**src/rtl/mult_pkg.sv**
```systemverilog
// Shared definitions for the sequential shift-and-add multiplier and its
// helper blocks: controller states, default geometry and a width helper.
package mult_pkg;

   localparam int A_W_DEF = 4;
   localparam int B_W_DEF = 3;

   typedef enum logic [1:0] {
      IDLE,
      RUN,
      DONE
   } state_t;

   function automatic int clog2(input int value);
      int r;
      r = 0;
      for (int v = value - 1; v > 0; v = v >> 1) begin
         r++;
      end
      return r;
   endfunction

endpackage

```
**src/rtl/add_sub_n.sv**
```systemverilog
// N-bit ripple add/subtract built from full-adder cells.
// M=0 adds, M=1 subtracts (b inverted per bit, M used as carry-in).
module add_sub_n
   import mult_pkg::*;
#(
   parameter int N = 4
) (
   input  logic         M,
   input  logic [N-1:0] a,
   input  logic [N-1:0] b,
   output logic [N-1:0] s,
   output logic         c_out,
   output logic         v
);

   logic [N:0] c;

   assign c[0] = M;

   for (genvar gi = 0; gi < N; gi++) begin : g_fa
      logic bx;
      assign bx        = b[gi] ^ M;
      assign s[gi]     = a[gi] ^ bx ^ c[gi];
      assign c[gi + 1] = (a[gi] & bx) | (c[gi] & (a[gi] ^ bx));
   end

   assign c_out = c[N];
   assign v     = c[N] ^ c[N-1];

endmodule

```
**src/rtl/mult_seq_ctrl.sv**
```systemverilog
// Iterative unsigned A_W x B_W multiplier: one multiplier bit per clock through
// a single A_W-bit adder, with ready/start input and valid/ready output handshakes.
module mult_seq_ctrl
   import mult_pkg::*;
#(
   parameter  int A_W = A_W_DEF,
   parameter  int B_W = B_W_DEF,
   localparam int P_W = A_W + B_W
) (
   input  logic           clk,
   input  logic           rst_n,
   input  logic           start,
   input  logic [A_W-1:0] mcand,
   input  logic [B_W-1:0] mplier,
   output logic           in_ready,
   output logic           busy,
   output logic           out_valid,
   input  logic           out_ready,
   output logic [P_W-1:0] product
);

   localparam int IW = (clog2(B_W) > 0) ? clog2(B_W) : 1;

   state_t         state;
   state_t         state_next;
   logic [A_W-1:0] mcand_r;
   logic [A_W:0]   acc;
   logic [B_W-1:0] q;
   logic [IW-1:0]  iter;

   logic [A_W-1:0] addend;
   logic [A_W-1:0] sum;
   logic           carry;
   logic           last_iter;
   logic [P_W:0]   shifted;
   logic           v_unused;
   logic           acc_msb_unused;

   assign addend = q[0] ? mcand_r : '0;

   add_sub_n #(.N(A_W)) u_adder (
      .M     (1'b0),
      .a     (acc[A_W-1:0]),
      .b     (addend),
      .s     (sum),
      .c_out (carry),
      .v     (v_unused)
   );

   // {carry, sum, q} shifted right once: top A_W+1 bits are the new acc,
   // low B_W bits the new q, and the low P_W bits the finished product.
   assign shifted        = {carry, sum, q} >> 1;
   assign last_iter      = (iter == IW'(B_W - 1));
   assign acc_msb_unused = acc[A_W];

   always_ff @(posedge clk) begin
      if (!rst_n) begin
         state <= IDLE;
      end else begin
         state <= state_next;
      end
   end

   always_comb begin
      state_next = state;
      in_ready   = 1'b0;
      busy       = 1'b0;
      out_valid  = 1'b0;
      unique case (state)
         IDLE: begin
            in_ready = 1'b1;
            if (start) state_next = RUN;
         end
         RUN: begin
            busy = 1'b1;
            if (last_iter) state_next = DONE;
         end
         DONE: begin
            out_valid = 1'b1;
            if (out_ready) state_next = IDLE;
         end
         default: state_next = IDLE;
      endcase
   end

   always_ff @(posedge clk) begin
      if (!rst_n) begin
         mcand_r <= '0;
         acc     <= '0;
         q       <= '0;
         iter    <= '0;
         product <= '0;
      end else begin
         case (state)
            IDLE: begin
               if (start) begin
                  mcand_r <= mcand;
                  q       <= mplier;
                  acc     <= '0;
                  iter    <= '0;
               end
            end
            RUN: begin
               acc  <= shifted[P_W:B_W];
               q    <= shifted[B_W-1:0];
               iter <= iter + 1'b1;
               if (last_iter) product <= shifted[P_W-1:0];
            end
            default: ;
         endcase
      end
   end

endmodule

```
**config.mk**
```make
export PLATFORM = sky130hd
export DESIGN_NAME = mult_seq_ctrl
export DESIGN_NICKNAME = d
export VERILOG_FILES = /design/src/rtl/mult_pkg.sv /design/src/rtl/add_sub_n.sv /design/src/rtl/mult_seq_ctrl.sv
export SDC_FILE = /design/constraint.sdc
export NUM_CORES = 1
export LEC_CHECK = 0
export CORE_ASPECT_RATIO = 1.1
export CORE_MARGIN = 3
export CORE_UTILIZATION = 45
export DETAILED_ROUTE_END_ITERATION = 16
export HOLD_SLACK_MARGIN = 0.03
export PLACE_DENSITY_LB_ADDON = 0.2
export SLEW_MARGIN = 20
export SYNTH_ARGS = -nofsm -noshare
export SYNTH_HDL_FRONTEND = slang
export SYNTH_SLANG_ARGS = --single-unit
```
**constraint.sdc**
```tcl
create_clock -name clk -period 2.35 [get_ports clk]
set_input_delay 0.47 -clock clk [delete_from_list [all_inputs] [get_ports clk]]
set_output_delay 0.47 -clock clk [all_outputs]
set_load 0.01 [all_outputs]
```
# Yosys cells after proc, flatten, opt, wreduce, memory -nomap -nowiden
# Index checks and enable logic that the tools add are counted.
op_classes:
  addsub: 1
  n_eq_ne: 6
  mux: 14
  bitwise_logic: 17
  reduce_logical: 6
ops:
  columns: ["cell", "n"]
  rows:
  - ["$mux W2", 4]
  - ["$mux W4", 2]
  - ["$pmux W4 S2", 1]
  - ["$and A1 B1 Y1", 7]
  - ["$xor A1 B1 Y1", 7]
  - ["$ne A2 B2 Y1 const B", 3]
  - ["$pmux W2 S3", 1]
  - ["$pmux W3 S2", 1]
  - ["$reduce_and A2 Y1", 3]
  - ["$eq A2 B2 Y1 const B", 2]
  - ["$pmux W2 S2", 1]
  - ["$mux W1", 3]
  - ["$mux W3", 1]
  - ["$or A1 B1 Y1", 3]
  - ["$reduce_and A3 Y1", 1]
  - ["$add A2 B1 Y2 const B", 1]
  - ["$eq A2 B1 Y1 const B", 1]
  - ["$logic_not A2 Y1", 1]
  - ["$reduce_bool A2 Y1", 1]
word_totals:
  regBits: 22
  word_cells: 50

# Depth between registers and ports, before layout
logic_depth:
  depth_word: 9
  depth_mapped: 7
  ltp_nobuf: 7

# Modules after synthesis
# Synthesis repeated with hierarchy kept, for this count alone.
unflattened:
  cells_unflattened: 116
  area_unflattened_um2: 1063.5
modules_own_cells:
  columns: ["module", "n_inst", "cells_each", "area_each_um2", "seq_area_each_um2"]
  rows:
  - ["mult_seq_ctrl", 1, 103, 933.4, 440.4]
  - ["add_sub_n", 1, 13, 130.1, 0.0]

# Worst setup path before layout
# OpenSTA, ideal clock, no wires.
synth_timing:
  path_type: "reg2reg"
  startpoint: "register q[0]"
  endpoint: "register acc[2]"
  setup_time_ns: 0.092
  arrival_time_ns: 2.072
  required_ns: 2.258
  path_slack_ns: 0.185
  path_stages_with_launch: 8
  path_buffers: 0
  period_less_slack_ns: 2.165
  cell_sequence: "dfxtp_1 > and2_1 > ha_1 > fa_1 > fa_1 > inv_1 > fa_1 > o32ai_1"
synth_via:
  elab_chain_cells: 8
  word_cells_on_any_way: 13
synth_lines:
  columns: ["item", "line_no", "rtl"]
  rows:
  - ["from (decl)", "mult_seq_ctrl.sv:28", "logic [B_W-1:0] q;"]
  - ["from (signal assigned)", "mult_seq_ctrl.sv:98", "q <= mplier;"]
  - ["from (signal assigned)", "mult_seq_ctrl.sv:105", "q <= shifted[B_W-1:0];"]
  - ["$mux W4 *", "mult_seq_ctrl.sv:39", "assign addend = q[0] ? mcand_r : '0;"]
  - ["$and A1 B1 Y1 or $xor A1 B1 Y1 (tied branches)", "add_sub_n.sv:24", "assign c[gi + 1] = (a[gi] & bx) | (c[gi] & (a[gi] ^ bx));"]
  - ["$and A1 B1 Y1", "add_sub_n.sv:24", null]
  - ["$or A1 B1 Y1", "add_sub_n.sv:24", null]
  - ["$and A1 B1 Y1", "add_sub_n.sv:24", null]
  - ["$or A1 B1 Y1", "add_sub_n.sv:24", null]
  - ["$xor A1 B1 Y1 *", "add_sub_n.sv:23", "assign s[gi] = a[gi] ^ bx ^ c[gi];"]
  - ["$pmux W4 S2 *", "mult_seq_ctrl.sv:94", "case (state)"]
  - ["to (signal assigned)", "mult_seq_ctrl.sv:104", "acc <= shifted[P_W:B_W];"]
  - ["to (decl)", "mult_seq_ctrl.sv:27", "logic [A_W:0] acc;"]
# Every way passes the cells marked *; elsewhere a longest branch is shown, timed or not.
# A chain may end at the register's enable or synchronous reset.

# Worst setup path after layout
# Same ends and word-level chain as after synthesis.

==> impl_metrics.ini <==
[status]
status = finished, final reports clean

[timing]
final-setup-viol-count = 0
finalMaxSlewViolations = 0
fin_crit_ps = 2220
tightest_slew_ps = 500
finalSetupTns_ps = 0
post-route-period-util = 0.944
clock_skew_ps = 1.51
whs_ps = 453
final-hold-violation-count = 0
fmax_ghz = 0.451
grt_setup_unrepaired = no
relSlewSlack = 0.666

[clock_network]
postCtsResizedCells = 0
clock_latency_ps = 300
cts_setup_buffers = 0
clock-sinks = 22
ctsRootBufferMaster = clkbuf_4
clockBufferDepth = 2
clk_pin_slew_ps = 110
ctsHtreeMaxLevel = 1
cts_tree = built
cts_hold_buffers = 0
cts_buffers = 3

[logic_synthesis]
synth_seq_cells = 22
syn_nets = 125
synth_edf_count = 0
async_flop_share = 0
syn_area_per_cell_um2 = 9.19
synth.most_common_cell = dfxtp_1
syn-cell-area_um2 = 1000
yosys_warnings = 0
synth_flop_cell = dfxtp_1
synth.largest_area_cell = dfxtp_1
synth_common_cells = dfxtp_1, nand3_1, o21ai_1
synth.area.top_cells = dfxtp_1, nand3_1, o21ai_1
ys_types = 24
synth_cells = 109
ys_seq_area_frac = 0.439
netlist.area_leader.share = 0.439

[route]
drc = 0
num_vias = 808
antenna_left = 0
wl_per_cell_um = 13.1
vias_per_cell = 5.25
drtPass1Iterations = 4
drt_iter0_markers = 22
wl_um = 2030

[pwr]
combPwrFrac = 0.150
peakVddDrop_mv = 0.398
pwr_density_cell_nw_per_um2 = 542
switching_share = 0.255
cellInternalPower_w = 0.000499
power_frac_seq = 0.601
p_leak_nw = 0.454
p_clk_frac = 0.249
p_sw_w = 0.000171

[floorplanning]
ios = 21
initial_utilization = 0.486
dieArea_um2 = 2830
die_h_um = 55.5
rows = 17
die-width_um = 51.0
core_um2 = 2060

[worst_setup_path]
crit_arrival_ps = 2440
required_ps = 2570
crit_type = flop to flop
startpoint_type = flop
crit_path_max_fanout = 5
endpoint_kind = flop

[layout]
nNetsFinal = 144
area_growth_pct = 23.3
seq_area_um2 = 442
drive_gt1_frac = 0.0952
antenna_cells = 0
fillerInstances = 213
multi_input_area_um2 = 488

[flow_run]
cap_violations = 0

[placed_design]
place_hpwl_um = 1470
gp_congestion = 0.777
portBuffers = 20

[grt]
grt_pass1_wl_um = 3340
grt_max_degree = 22
grt_pass1_vias = 761
antenna_found_initial = 0
grt-ovfl-total = 0
grtUsageTotal = 0.150

[min_path]
hold_class = flop to flop
==> cells by family (layout without fill, tap and decap cells) <==
kind of cell               Yosys count  after routing  share of synthesized area
and+or+nand+nor                     39             39                      0.197
adders and majority gates            5              5                     0.0849
muxes                                3              3                     0.0300
buffers and inverters               15             32                     0.0836
AOI/OAI and AO/OA                   25             25                      0.165
DFF                                 22             22                      0.439
==> power by group through the flow <==
| stage | Combinational (W) | Sequential [W] | Clock, W |
|---|---|---|---|
| final | 0.000101 | 0.000403 | 0.000167 |
| after global routing | 0.000111 | 0.000405 | 0.000185 |
| after CTS | 0.000100 | 0.000402 | 0.000173 |
| after detailed placement | 0.000100 | 0.000411 | 0 |
| after global placement | 0.0000958 | 0.000410 | 0 |
| after floorplan | 0.0000706 | 0.000405 | 0 |
==> flip-flops by register name, summed over array words and instances (netlist names) <==
name,flops
product,7
iter,2
state,2
mcand_r,4
acc,4
q,3
==> path summary, 6_finish.rpt <==
check | start | to | slack (ps) | cells after the start
max reg2reg | q[0] | acc[2] | 130 | 7
min reg2reg | mcand_r[1] | mcand_r[1] | 450 | 2
min | mcand_r[1] | mcand_r[1] | 450 | 2
max | q[0] | acc[2] | 130 | 7
==> cell type report <==
type,instances,area share
multi-input cells,72,0.395
flip-flops and latches,22,0.357
repair buffers,24,0.186
well taps,28,0.0283
clock buffers,3,0.0182
inverters,5,0.0152
==> critical path, cell delays in order, from the launching register on <==
cell     delay (ps)
dfxtp_2         360
and2_1          130
ha_1            190
fa_2            340
fa_1            360
inv_1            90
fa_1            450
o32ai_2         220
==> cells in the final DEF, fill, tap and decap left out, types with 3 or more instances in the layout <==
cell type and instances:
and2_1 3, nand2_1 10, clkbuf_4 3, buf_4 4
clkdlybuf4s50_1 20, inv_1 4, dfxtp_1 21, mux2i_1 3
o21ai_1 14, nand3_1 16, nor2_1 4, o311a_1 3
==> per-stage QoR <==
| stage | area, um^2 | setup WS, ps | cells | util | power, W |
|---|---|---|---|---|---|
| after global placement | 1200 | 143 | 151 | 0.583 | 0.000506 |
| after CTS | 1220 | 24.5 | 154 | 0.594 | 0.000675 |
| after detailed placement | 1200 | 53.9 | 151 | 0.583 | 0.000511 |
| final | 1240 | 132 | 154 | 0.599 | 0.000670 |
| after global routing | 1240 | 40.7 | 154 | 0.599 | 0.000701 |
| after floorplan | 1000 | 185 | 109 | - | 0.000475 |
==> routing by layer <==
layer	wire length [um]	part of all wire	vias up	global-route usage
li1	-	-	414	-
met1	899	0.44	369	0.188
met2	997	0.49	19	0.243
met3	85	0.042	6	0.0296
met4	42	0.021	0	0.0692
met5	0	0	-	0
No activity file was read; power rests on OpenSTA's default activity.
